==> config.mk <==
export PLATFORM = sky130hd
export DESIGN_NAME = tail_light_pattern_decoder
export DESIGN_NICKNAME = d
export VERILOG_FILES = /design/src/rtl/tail_light_pattern_decoder.sv
export SDC_FILE = /design/constraint.sdc
export NUM_CORES = 1
export LEC_CHECK = 0
export BUFFER_PORTS_ARGS = -buffer_cell sky130_fd_sc_hd__buf_2
export CAP_MARGIN = 15
export CORE_MARGIN = 3
export CORE_UTILIZATION = 52
export CTS_CLUSTER_DIAMETER = 120
export DETAILED_ROUTE_END_ITERATION = 10
export PLACE_DENSITY = 0.75
export SYNTH_ARGS = -nofsm -noshare
export SYNTH_HDL_FRONTEND = slang
export SYNTH_SLANG_ARGS = --single-unit
==> constraint.sdc <==
create_clock -name dimClk -period 1.9 [get_ports dimClk]
set_input_delay 0.38 -clock dimClk [delete_from_list [all_inputs] [get_ports dimClk]]
set_output_delay 0.38 -clock dimClk [all_outputs]
set_load 0.02 [all_outputs]
==> src/rtl/tail_light_pattern_decoder.sv <==
// ---------------------------------------------------------------------------
// tail_light_pattern_decoder
//
// Watches the six tail-lamp drive lines of a turn/brake/hazard controller and
// reports which mode the controller is in. Each lamp is filtered through two
// registers so a steadily lit lamp reads as "on" while a PWM-dimmed lamp
// (toggling every cycle) reads as "dim". On every controller step the
// filtered on-levels are classified, checked against the legal sequence of
// frames, and the result is published one cycle later.
//
// Ports
//   dimClk          clock, all state updates on the rising edge
//   reset           synchronous, active-high reset
//   Lc, Lb, La      left lamps, outboard to inboard
//   Ra, Rb, Rc      right lamps, inboard to outboard
//   step            one-cycle pulse per controller state period
//   mode            decoded mode (OFF, BRAKE, LEFT, RIGHT, HAZARD,
//                   BRAKE_LEFT, BRAKE_RIGHT, UNKNOWN)
//   valid           one-cycle pulse: mode/frame updated this cycle
//   seq_err         one-cycle pulse with valid: illegal frame or transition
//   running_lights  dimming activity seen during the last step window
//   frame           last snapshot {Lc,Lb,La,Ra,Rb,Rc} of on-levels
//   err_count       saturating count of seq_err pulses
// ---------------------------------------------------------------------------
module tail_light_pattern_decoder #(
    parameter int CNT_W = 8
) (
    input  logic             dimClk,
    input  logic             reset,
    input  logic             Lc,
    input  logic             Lb,
    input  logic             La,
    input  logic             Ra,
    input  logic             Rb,
    input  logic             Rc,
    input  logic             step,
    output logic [2:0]       mode,
    output logic             valid,
    output logic             seq_err,
    output logic             running_lights,
    output logic [5:0]       frame,
    output logic [CNT_W-1:0] err_count
);

    typedef enum logic [2:0] {
        M_OFF         = 3'd0,
        M_BRAKE       = 3'd1,
        M_LEFT        = 3'd2,
        M_RIGHT       = 3'd3,
        M_HAZARD      = 3'd4,
        M_BRAKE_LEFT  = 3'd5,
        M_BRAKE_RIGHT = 3'd6,
        M_UNKNOWN     = 3'd7
    } mode_t;

    typedef enum logic [3:0] {
        C_OFF, C_ALL,
        C_L1, C_L2, C_L3,
        C_R1, C_R2, C_R3,
        C_BL1, C_BL2,
        C_BR1, C_BR2,
        C_INV
    } code_t;

    localparam logic [CNT_W-1:0] CNT_ONE = {{(CNT_W-1){1'b0}}, 1'b1};

    logic [5:0] lamps;
    logic [5:0] cur;
    logic [5:0] prev;
    logic [5:0] on;
    logic [5:0] dim;

    logic       dim_acc;    // any dimming seen since the last step
    logic       pend;       // step sampled last cycle, publish this cycle
    logic [5:0] pend_on;
    logic       pend_dim;

    code_t      code;
    code_t      prev_code;
    code_t      prev2_code;
    mode_t      mode_r;
    mode_t      next_mode;
    logic       illegal;

    assign lamps = {Lc, Lb, La, Ra, Rb, Rc};

    // A lamp lit for two consecutive cycles is on; one that differs between
    // the two samples is being dimmed.
    assign on  = cur & prev;
    assign dim = cur ^ prev;

    assign mode = mode_r;

    // Classify the snapshot taken on the step cycle.
    // NOTE: every combinational output gets a default before the case so no
    // path leaves it unassigned and no latch is inferred.
    always_comb begin
        code = C_INV;
        case (pend_on)
            6'b000_000: code = C_OFF;
            6'b111_111: code = C_ALL;
            6'b001_000: code = C_L1;
            6'b011_000: code = C_L2;
            6'b111_000: code = C_L3;
            6'b000_100: code = C_R1;
            6'b000_110: code = C_R2;
            6'b000_111: code = C_R3;
            6'b001_111: code = C_BL1;
            6'b011_111: code = C_BL2;
            6'b111_100: code = C_BR1;
            6'b111_110: code = C_BR2;
            default:    code = C_INV;
        endcase
    end

    // Next mode and sequence legality, judged against the last two frames.
    always_comb begin
        next_mode = mode_r;
        illegal   = 1'b0;
        case (code)
            C_ALL: begin
                // A lone ALL is a brake; ALL alternating with OFF is hazard.
                if ((prev2_code == C_ALL && prev_code == C_OFF) ||
                    (mode_r == M_HAZARD && prev_code == C_OFF))
                    next_mode = M_HAZARD;
                else
                    next_mode = M_BRAKE;
            end
            C_OFF: begin
                // OFF is the dark phase of a hazard or turn cycle when it
                // follows the lit end of that cycle.
                if (mode_r == M_HAZARD && prev_code == C_ALL)
                    next_mode = M_HAZARD;
                else if (prev_code == C_L3)
                    next_mode = M_LEFT;
                else if (prev_code == C_R3)
                    next_mode = M_RIGHT;
                else
                    next_mode = M_OFF;
            end
            C_L1: begin
                next_mode = M_LEFT;
                illegal   = prev_code inside {C_L1, C_L2};
            end
            C_L2: begin
                next_mode = M_LEFT;
                illegal   = !(prev_code inside {C_L1, C_BL1});
            end
            C_L3: begin
                next_mode = M_LEFT;
                illegal   = !(prev_code inside {C_L2, C_BL2});
            end
            C_R1: begin
                next_mode = M_RIGHT;
                illegal   = prev_code inside {C_R1, C_R2};
            end
            C_R2: begin
                next_mode = M_RIGHT;
                illegal   = !(prev_code inside {C_R1, C_BR1});
            end
            C_R3: begin
                next_mode = M_RIGHT;
                illegal   = !(prev_code inside {C_R2, C_BR2});
            end
            C_BL1: next_mode = M_BRAKE_LEFT;
            C_BL2: begin
                next_mode = M_BRAKE_LEFT;
                illegal   = !(prev_code inside {C_L1, C_BL1});
            end
            C_BR1: next_mode = M_BRAKE_RIGHT;
            C_BR2: begin
                next_mode = M_BRAKE_RIGHT;
                illegal   = !(prev_code inside {C_R1, C_BR1});
            end
            default: begin
                next_mode = M_UNKNOWN;
                illegal   = 1'b1;
            end
        endcase
    end

    // NOTE: all state is updated with non-blocking assignments so every
    // register samples the values from before this edge.
    always_ff @(posedge dimClk) begin
        if (reset) begin
            cur            <= '0;
            prev           <= '0;
            dim_acc        <= 1'b0;
            pend           <= 1'b0;
            pend_on        <= '0;
            pend_dim       <= 1'b0;
            prev_code      <= C_OFF;
            prev2_code     <= C_OFF;
            mode_r         <= M_OFF;
            valid          <= 1'b0;
            seq_err        <= 1'b0;
            running_lights <= 1'b0;
            frame          <= '0;
            err_count      <= '0;
        end else begin
            cur     <= lamps;
            prev    <= cur;
            valid   <= 1'b0;
            seq_err <= 1'b0;
            pend    <= step;

            // The step cycle's own dimming belongs to the closing window.
            if (step) begin
                pend_on  <= on;
                pend_dim <= dim_acc | (|dim);
                dim_acc  <= 1'b0;
            end else begin
                dim_acc  <= dim_acc | (|dim);
            end

            if (pend) begin
                valid          <= 1'b1;
                seq_err        <= illegal;
                mode_r         <= next_mode;
                frame          <= pend_on;
                running_lights <= pend_dim;
                prev2_code     <= prev_code;
                // An unrecognised frame is remembered as dark so the next
                // frame is judged as if the lamps had been off.
                prev_code      <= (code == C_INV) ? C_OFF : code;
                if (illegal && err_count != '1)
                    err_count <= err_count + CNT_ONE;
            end
        end
    end

endmodule

# ---- Word level (Yosys, flattened, before mapping)
# Cells that the tools add are included.
dict set report totals {
  elab_cells 94
  inputBits 9
  output_inout_bits 20
  reg_bits 49
}
dict set report op_classes {
  reduce_logical 29
  n_eq_ne 37
  addsub 1
  n_mux 9
  n_bitwise 4
}
# cell n
set op_table {}
lappend op_table {{4-bit case mux with 12 select lines} 1}
lappend op_table {{4-bit == test, second input constant} 9}
lappend op_table {{4-bit by 3-bit == test with 1-bit output, second input constant} 8}
lappend op_table {{6-bit == test, second input constant} 4}
lappend op_table {{6-bit by 3-bit == test with 1-bit output, second input constant} 3}
lappend op_table {{3-bit case mux with 6 select lines} 1}
lappend op_table {{4-bit by 2-bit == test with 1-bit output, second input constant} 4}
lappend op_table {{4-bit by 1-bit == test with 1-bit output, second input constant} 3}
lappend op_table {{6-bit by 4-bit == test with 1-bit output, second input constant} 2}
lappend op_table {{6-bit by 5-bit == test with 1-bit output, second input constant} 2}
lappend op_table {{2-bit nonzero test} 6}
lappend op_table {{2-bit OR reduction} 6}
lappend op_table {{8-bit by 1-bit adder with 8-bit output, second input constant} 1}
lappend op_table {{4-bit logical NOT} 2}
lappend op_table {{8-bit inequality test, second input constant} 1}
lappend op_table {{1-bit case mux with 7 select lines} 1}
lappend op_table {{6-bit AND} 1}
lappend op_table {{6-bit logical NOT} 1}
lappend op_table {{3-bit two-way mux} 2}
lappend op_table {{3-bit OR reduction} 2}
lappend op_table {{6-bit OR reduction} 1}
lappend op_table {{6-bit XOR} 1}
lappend op_table {{1-bit logical AND} 4}
lappend op_table {{1-bit logical NOT} 4}
lappend op_table {{other kinds (9)} 10}

# ---- Depth between registers and ports, before layout
# Gate-level depths: netlist of the first run.
dict set report logic_depth {
  depth_word 7
  mapped_depth 8
  ltp_nobuf 7
}

# ---- Least setup slack after synthesis of the first run
# No wires, ideal clock.
dict set report synth_path {
  path_type {reg2reg}
  start {register pend_on[1]}
  end {register err_count[4]}
  arrival_time_ns 1.865
  path_slack_ns -0.086
  setup_time_ns 0.121
  path_stages_with_launch 9
  cell_sequence {dfxtp_1 buf_4 nand2b_1 nand4_1 o311a_1 nand4_2 a31oi_1 and3_4 mux2_4}
}
dict set report synth_via {
  elab_chain_cells 7
}
# item line
set synth_lines {}
lappend synth_lines {{from (decl)} 75} ;# logic [5:0] pend_on;
lappend synth_lines {{from (signal assigned)} 209} ;# pend_on <= on;
lappend synth_lines {{6-bit == test (tied with other cells)} 99} ;# case (pend_on)
lappend synth_lines {{4-bit case mux with 12 select lines *} 99}
lappend synth_lines {{4-bit == test (tied with other cells)} 120} ;# case (code)
lappend synth_lines {{4-bit OR reduction (no line) or 2-bit OR reduction (tied branches)} --}
lappend synth_lines {{1-bit case mux with 7 select lines *} 120}
lappend synth_lines {{1-bit logical AND *} 226} ;# if (illegal && err_count != '1)
lappend synth_lines {{2-bit AND reduction (no line) *} --}
lappend synth_lines {{to (signal assigned)} 227} ;# err_count <= err_count + CNT_ONE;
lappend synth_lines {{to (decl)} 42} ;# output logic [CNT_W-1:0] err_count
# Mark *: on every way between the ends. The rest lies on a longest branch, timed or not.
# A chain may end at the register's enable or synchronous reset.

# ---- Worst setup path in the final report of the first run
dict set report layout_path {
  start {register pend_on[0]}
  end {register err_count[4]}
}
# The elaborated chain is that of the path after synthesis.

==> metrics.md, run 1 <==
| Metric | Value |
|---|---|
| Hold buffers post-CTS | `0` |
| Nets@finish | `between 300 and 400` |
| Ys async rst share | `0` |
| Remaining antenna violation count | `0` |
| DRC | `0` |
| Hold/Removal Path Class | `input port to register` |
| Yosys top cell area share | `0.412` |
| Global routing usage on met3 | `0.0410` |
| RSZ-0062 raised after global routing | `yes` |
| Mapped Nets | `274` |
| Post-Syn Area | `2380 um2` |
| RD Place Congestion | `slightly above 0.9` |
| Hold path startpoint | `Lc` |
| Worst Tran Pin Value | `0.540 ns` |
| Detailed Route Iter0 Violations | `108` |
| Minimum clock period after layout | `between 2 and 2.5 ns` |
| Vias per cell | `between 5 and 6` |
| Critical path arrival | `approximately 2.3 ns` |
| Seq cells post-synth | `49` |
| Seq/Total Area, Yosys | `0.412` |
| Count of cell types in the netlist | `61` |
| Maximum vdd drop | `roughly 0.60 mV` |
| Clock Latency Late Sink | `0.30 ns` |
| Violated checks | `setup timing` |
| Ports | `29` |
| Final hold violation count | `0` |
| DRT Pass-1 Iters | `4` |
| Worst Setup End Kind | `register` |
| Crit path from | `pend_on[0]` |
| Setup violators final | `6` |
| Worst setup SP type | `register` |
| GRT overflow | `0` |
| Non-filler cells, final | `376` |
| Antenna violations before repair | `0` |
| Max-cap violation count | `0` |
| First-pass GRT wire length | `between 9 and 10 mm` |
| CTS tree | `done` |
| Largest net degree at the start of global routing | `29` |
| Reg2reg start | `pend_on[0]` |
| Main synth FF type | `dfxtp_1` |
| Placed insts | `about 360` |
| Wirelength, routed | `5.55 mm` |
| Post-synth EDFFs | `0` |
| Total CTS buffers | `5` |
| Most used routing layer | `met2` |
| Static leakage | `approximately 1.3 nW` |
| Clock Skew | `~0.0061 ns` |
| Reg clk slew, reported paths | `about 0.09 ns` |
| Pre-CTS WS | `-0.250 ns` |
| Fin util | `0.762` |
| Root Buffer | `clkbuf_8` |
| Worst path top cell family by delay | `compound AO/OA/AOI/OAI gates` |
| Hold WS | `about 0.28 ns` |
| Max-slew violations | `0` |
| Peak Freq | `about 0.47 GHz` |
| Wirelength per Cell | `between 10 and 15 um` |
| Number of global-route vias before repair | `just under 2k` |
| Min setup slack post-route | `-0.225 ns` |
| CP required | `approximately 2.1 ns` |
| Avg Cell Area, Syn | `9.22 um2` |
| CP Class | `register to register` |
| Fin crit share | `1.12` |
| Status | `finished with violations` |
| Starting density of the core | `0.566` |
| GR Util met2 | `0.360` |
| Top cells by area, synth | `dfxtp_1, mux2i_1, nor2_1` |
| Leading area contributor after synthesis | `dfxtp_1` |
| Via Count | `between 2k and 2.5k` |
| Cells after Synth | `approximately 260` |
| Core Area | `~4200 um2` |
| Port Buf Inserts | `28` |
| Power per cell area | `667 nW/um2` |
| Inserted Diodes | `0` |
| Sum of negative setup slack | `-1.05 ns` |
| GRT Overall Usage | `0.217` |
| Die W | `73.6 um` |
| CP max-delay cell | `dfxtp_4` |
| Worst slew margin relative to its limit | `0.640` |
| Placement Cell Area | `2870 um2` |
| Fraction of layout cells with a size suffix above 1 | `0.383` |
| # H-tree levels | `2` |
| Placed wire-length estimate | `between 3 and 4 mm` |
| CTS max path bufs | `2` |
| Die Y | `around 74 um` |
| GR Layer Usage met1 | `0.286` |
| Slowest stage delay, CP | `between 0.4 and 0.5 ns` |
| CP Cell Sequence | `buf_4, nand2b_1, nand4_1, a31oi_2, o221ai_4, a31oi_4, and3_4, mux2_4` |
| Synth-to-Final Area Change | `34.7%` |
| Final instance area | `roughly 3200 um2` |
| Die ar. | `5420 um2` |
| Buffer and inverter count on the worst path | `1` |
| CP max FO | `6` |
| Row cnt | `23` |
| Yosys Warn Count | `0` |
| Pwr Total | `2.14 mW` |
| CTS Sinks | `49` |
[area by class of cell]
| type | count | area (um2) |
|---|---|---|
| repair buffers | 78 | 552 |
| clock inverters | 3 | 68.8 |
| inverters | 5 | 18.8 |
| flip-flops and latches | 49 | 1000 |
| multi-input cells | 186 | 1430 |
| clock buffers | 5 | 68.8 |
| fillers | 308 | 998 |
| well taps | 50 | 62.6 |
[kinds of logic (layout without fill, tap and decap cells)]
kind of cell | after synthesis | in the layout | share of synthesized area
buffers and inverters | 23 | 91 | 0.0473
DFF | 49 | 49 | 0.412
muxes | 20 | 20 | 0.0873
xor gates and xnor gates | 2 | 2 | 0.00737
and+or+nand+nor | 117 | 117 | 0.271
AOI/OAI and AO/OA | 40 | 40 | 0.137
adders and majority gates | 7 | 7 | 0.0368
[what timing repair did]
action                     CTS  global route
pin swaps                    1             8
setup buffers                4             3
resized for setup           13            19
setup endpoints to repair    9             9
[registers in the layout (all words and copies together) (netlist names)]
name	count
dim_acc	1
mode	3
err_count	8
prev_code	4
pend	1
pend_on	6
frame	6
valid	1
cur	6
seq_err	1
pend_dim	1
running_lights	1
prev	6
prev2_code	4
[cell usage in the layout, fill, tap and decap left out, types with 3 or more instances in the layout]
| master | n |
|---|---|
| ha_1 | 7 |
| o21ai_0 | 4 |
| dfxtp_1 | 43 |
| nor3_1 | 3 |
| buf_4 | 45 |
| nand2b_1 | 5 |
| clkbuf_8 | 5 |
| dfxtp_4 | 5 |
| nand4_1 | 6 |
| nand3_1 | 9 |
| mux2i_1 | 17 |
| nor2b_1 | 18 |
| inv_1 | 5 |
| a21oi_1 | 4 |
| buf_2 | 28 |
| nand2_1 | 14 |
| a211oi_1 | 5 |
| nor2_1 | 35 |
| nor2_2 | 3 |
| buf_6 | 3 |
[path summary, 6_finish.rpt]
| path | cells after the start | endpoint | slack [ns] |
|---|---|---|---|
| setup / recovery | 8 | err_count[4] | -0.22 |
| hold reg to reg | 1 | prev[1] | 0.48 |
| setup reg to reg | 8 | err_count[4] | -0.22 |
| hold / removal | 2 | cur[5] | 0.28 |
[synth_stat cells, types with 2 or more instances]
master	instances
inv_1	5
nand4_1	6
o21ai_0	4
nor2b_1	18
nor4b_1	2
or3_1	2
and3_1	2
nor2_1	36
a311oi_1	4
buf_4	4
ha_1	7
o211ai_1	2
clkbuf_1	9
dfxtp_1	49
nand2b_1	5
a21oi_1	5
nor3_2	2
buf_2	3
nand2_1	14
a31oi_1	4
nor3_1	3
nor2_2	2
xnor2_1	2
mux2i_1	17
a211oi_1	6
nand3_1	10
[power by group]
group,switching [mW],internal [mW],total [mW]
registers,0.0189,1.05,1.07
clock network,0.357,0.530,0.887
logic,0.0969,0.0854,0.182
total,0.473,1.66,2.14
[per-layer routing]
metal	vias to the layer above	share of wire
met5	-	0
met4	0	0.014
met3	9	0.044
met2	44	0.48
met1	995	0.46
li1	1056	-
Power figures use the tool's default switching activity.
==> inputs of run 2 (changes only) <==
- CORE_ASPECT_RATIO: default -> 0.9
==> run 2 against run 1 <==
  * The run still ends with setup timing left
  * Clock-buffer cell count unchanged
  * Total power fell by 11%
  * Die area about the same
  * Routed wire length is 4.5% higher
  * Combinational power is essentially flat
  * Register-to-register slack hardly changed
  * Utilization decreased by 1.0 points
  * Via count up 2.7%
  * Non-clock buffer count up 3
  * Clock power decreased by 26%
==> metrics.md, run 2 (synthesis gave the netlist of run 1 again) <==
| Metric | Value |
|---|---|
| Status | `finished with violations` |
| Violated checks | `setup timing` |
| Non-filler cells, final | `389` |
| Wirelength, routed | `roughly 5.8 mm` |
| Max-cap violation count | `0` |
| DRT Pass-1 Iters | `4` |
| Wirelength per Cell | `14.9 um` |
| Hold buffers post-CTS | `0` |
| Detailed Route Iter0 Violations | `~200` |
| Inserted Diodes | `0` |
| Worst Setup End Kind | `register` |
| Crit path from | `pend_on[2]` |
| Ports | `29` |
| Sw frac | `0.264` |
| Worst Tran Pin Value | `roughly 0.41 ns` |
| Largest net degree at the start of global routing | `25` |
| Internal reg-to-reg setup slack | `-0.23 ns` |
| Clock Skew | `~0.0099 ns` |
| Hold/Removal Path Class | `input port to register` |
| Peak Freq | `0.470 GHz` |
| DRC | `0` |
| Worst setup SP type | `register` |
| Hold WS | `around 0.27 ns` |
| Min setup slack post-route | `-0.230 ns` |
| Clock Latency Late Sink | `around 0.31 ns` |
| Commonest non-fill, non-tap cell in the layout | `buf_4` |
| Hold path startpoint | `Ra` |
| Power per cell area | `599 nW/um2` |
| Reg clk slew, reported paths | `~0.1 ns` |
| Worst slew margin relative to its limit | `0.723` |
| CP max-delay cell | `dfxtp_4` |
| Port Buf Inserts | `28` |
| CTS max path bufs | `2` |
| Synth-to-Final Area Change | `34.0%` |
| Internal power | `roughly 1.4 mW` |
| # H-tree levels | `2` |
| P_sw | `0.505 mW` |
| Largest register by flop count | `err_count` |
| CTS tree | `done` |
| RD Place Congestion | `0.892` |
| Starting density of the core | `0.561` |
| Via Count | `approximately 2.2k` |
| Die Y | `around 70 um` |
| RSZ-0062 raised after global routing | `yes` |
| Nets@finish | `about 340` |
| Sum of negative setup slack | `-1.09 ns` |
| CP Cell Sequence | `buf_4, buf_4, nand4_1, o311a_1, nand4_4, a31oi_4, nand4_1, mux2_4` |
| Core Area | `about 4200 um2` |
| Buffer and inverter count on the worst path | `2` |
| First-pass GRT wire length | `9.04 mm` |
| Flop pwr share | `0.560` |
| CP max FO | `8` |
| GRT overflow | `0` |
| Die W | `around 77 um` |
| Final hold violation count | `0` |
| Static leakage | `roughly 1.3 nW` |
| Fillers | `~340` |
| Minimum clock period after layout | `~2.1 ns` |
| Pwr Total | `1.91 mW` |
| Max-slew violations | `0` |
| Maximum vdd drop | `0.575 mV` |
| Remaining antenna violation count | `0` |
| Comb power frac | `0.095` |
| Setup violators final | `9` |
| Root Buffer | `clkbuf_8` |
| Slowest stage delay, CP | `roughly 0.40 ns` |
| Total CTS buffers | `5` |
| Placed wire-length estimate | `~3.7 mm` |
| Number of global-route vias before repair | `about 1.9k` |
| Worst path top cell family by delay | `compound AO/OA/AOI/OAI gates` |
| Clk pwr share | `0.344` |
| Max reg flops | `8` |
| Fin crit share | `1.12` |
| Critical path arrival | `2.33 ns` |
| Final instance area | `between 3000 and 4000 um2` |
| Placed insts | `between 300 and 400` |
| CTS Sinks | `49` |
| Die ar. | `approximately 5400 um2` |
| Row cnt | `22` |
| Fraction of layout cells with a size suffix above 1 | `0.395` |
| Antenna violations before repair | `0` |
| Reg2reg start | `pend_on[2]` |
| Placement Cell Area | `2870 um2` |
| CP required | `2.10 ns` |
| Commonest cells after routing, fill and taps aside | `buf_4, dfxtp_1, nor2_1, buf_2` |
| CP Class | `register to register` |
| Vias per cell | `5.56` |
| GRT Overall Usage | `0.205` |
## run 2: routing by layer
metal  GRT usage  wire length, um
met3      0.0412              318
met1       0.291             2650
met4      0.0534               74
met5           0                0
met2       0.317             2760
## run 2: power by group through the flow
| stage | clock network (mW) | logic [mW] | registers, mW |
|---|---|---|---|
| global placement | 0 | 0.165 | 1.10 |
| detailed placement | 0 | 0.168 | 1.10 |
| CTS | 0.669 | 0.175 | 1.07 |
| global route | 0.727 | 0.199 | 1.07 |
| floorplan | 0 | 0.109 | 1.10 |
| finish | 0.658 | 0.182 | 1.07 |
## run 2: path summary, 6_finish.rpt
path,endpoint,cells after the start
worst max-delay path,err_count[5],8
worst min-delay path,cur[2],2
worst max register to register,err_count[5],8
worst min register to register,prev[5],1
## run 2: layout make-up
class	count	area [um2]	share of cell area
Sequential cell	49	1010	0.316
Clock inverter	3	28.8	0.00903
Multi-Input combinational cell	186	1450	0.453
Tap cell	60	75.1	0.0235
Clock buffer	5	68.8	0.0216
Timing Repair Buffer	81	546	0.171
Inverter	5	18.8	0.00589
## run 2: worst reg2reg max path, delay by kind of cell, from the launching register on
family                 cells  cell delay (ns)
AOI/OAI and AO/OA          2             0.58
buffers and inverters      2             0.30
DFF                        1             0.40
muxes                      1             0.31
and+or+nand+nor            3             0.44
## run 2: stage by stage
stage / setup slack [ns] / utilization
final: -0.230 / 0.752
after global routing: -0.311 / 0.752
after CTS: -0.159 / 0.723
after detailed placement: -0.300 / 0.677
after global placement: -0.252 / 0.677
after floorplan: -0.0609 / -
## run 2: what timing repair did
item                       CTS  global route
setup endpoints to repair    9             9
gates resized for setup     18            20
buffers inserted             4             3
pin swaps                    8             6
cloned                       0             0
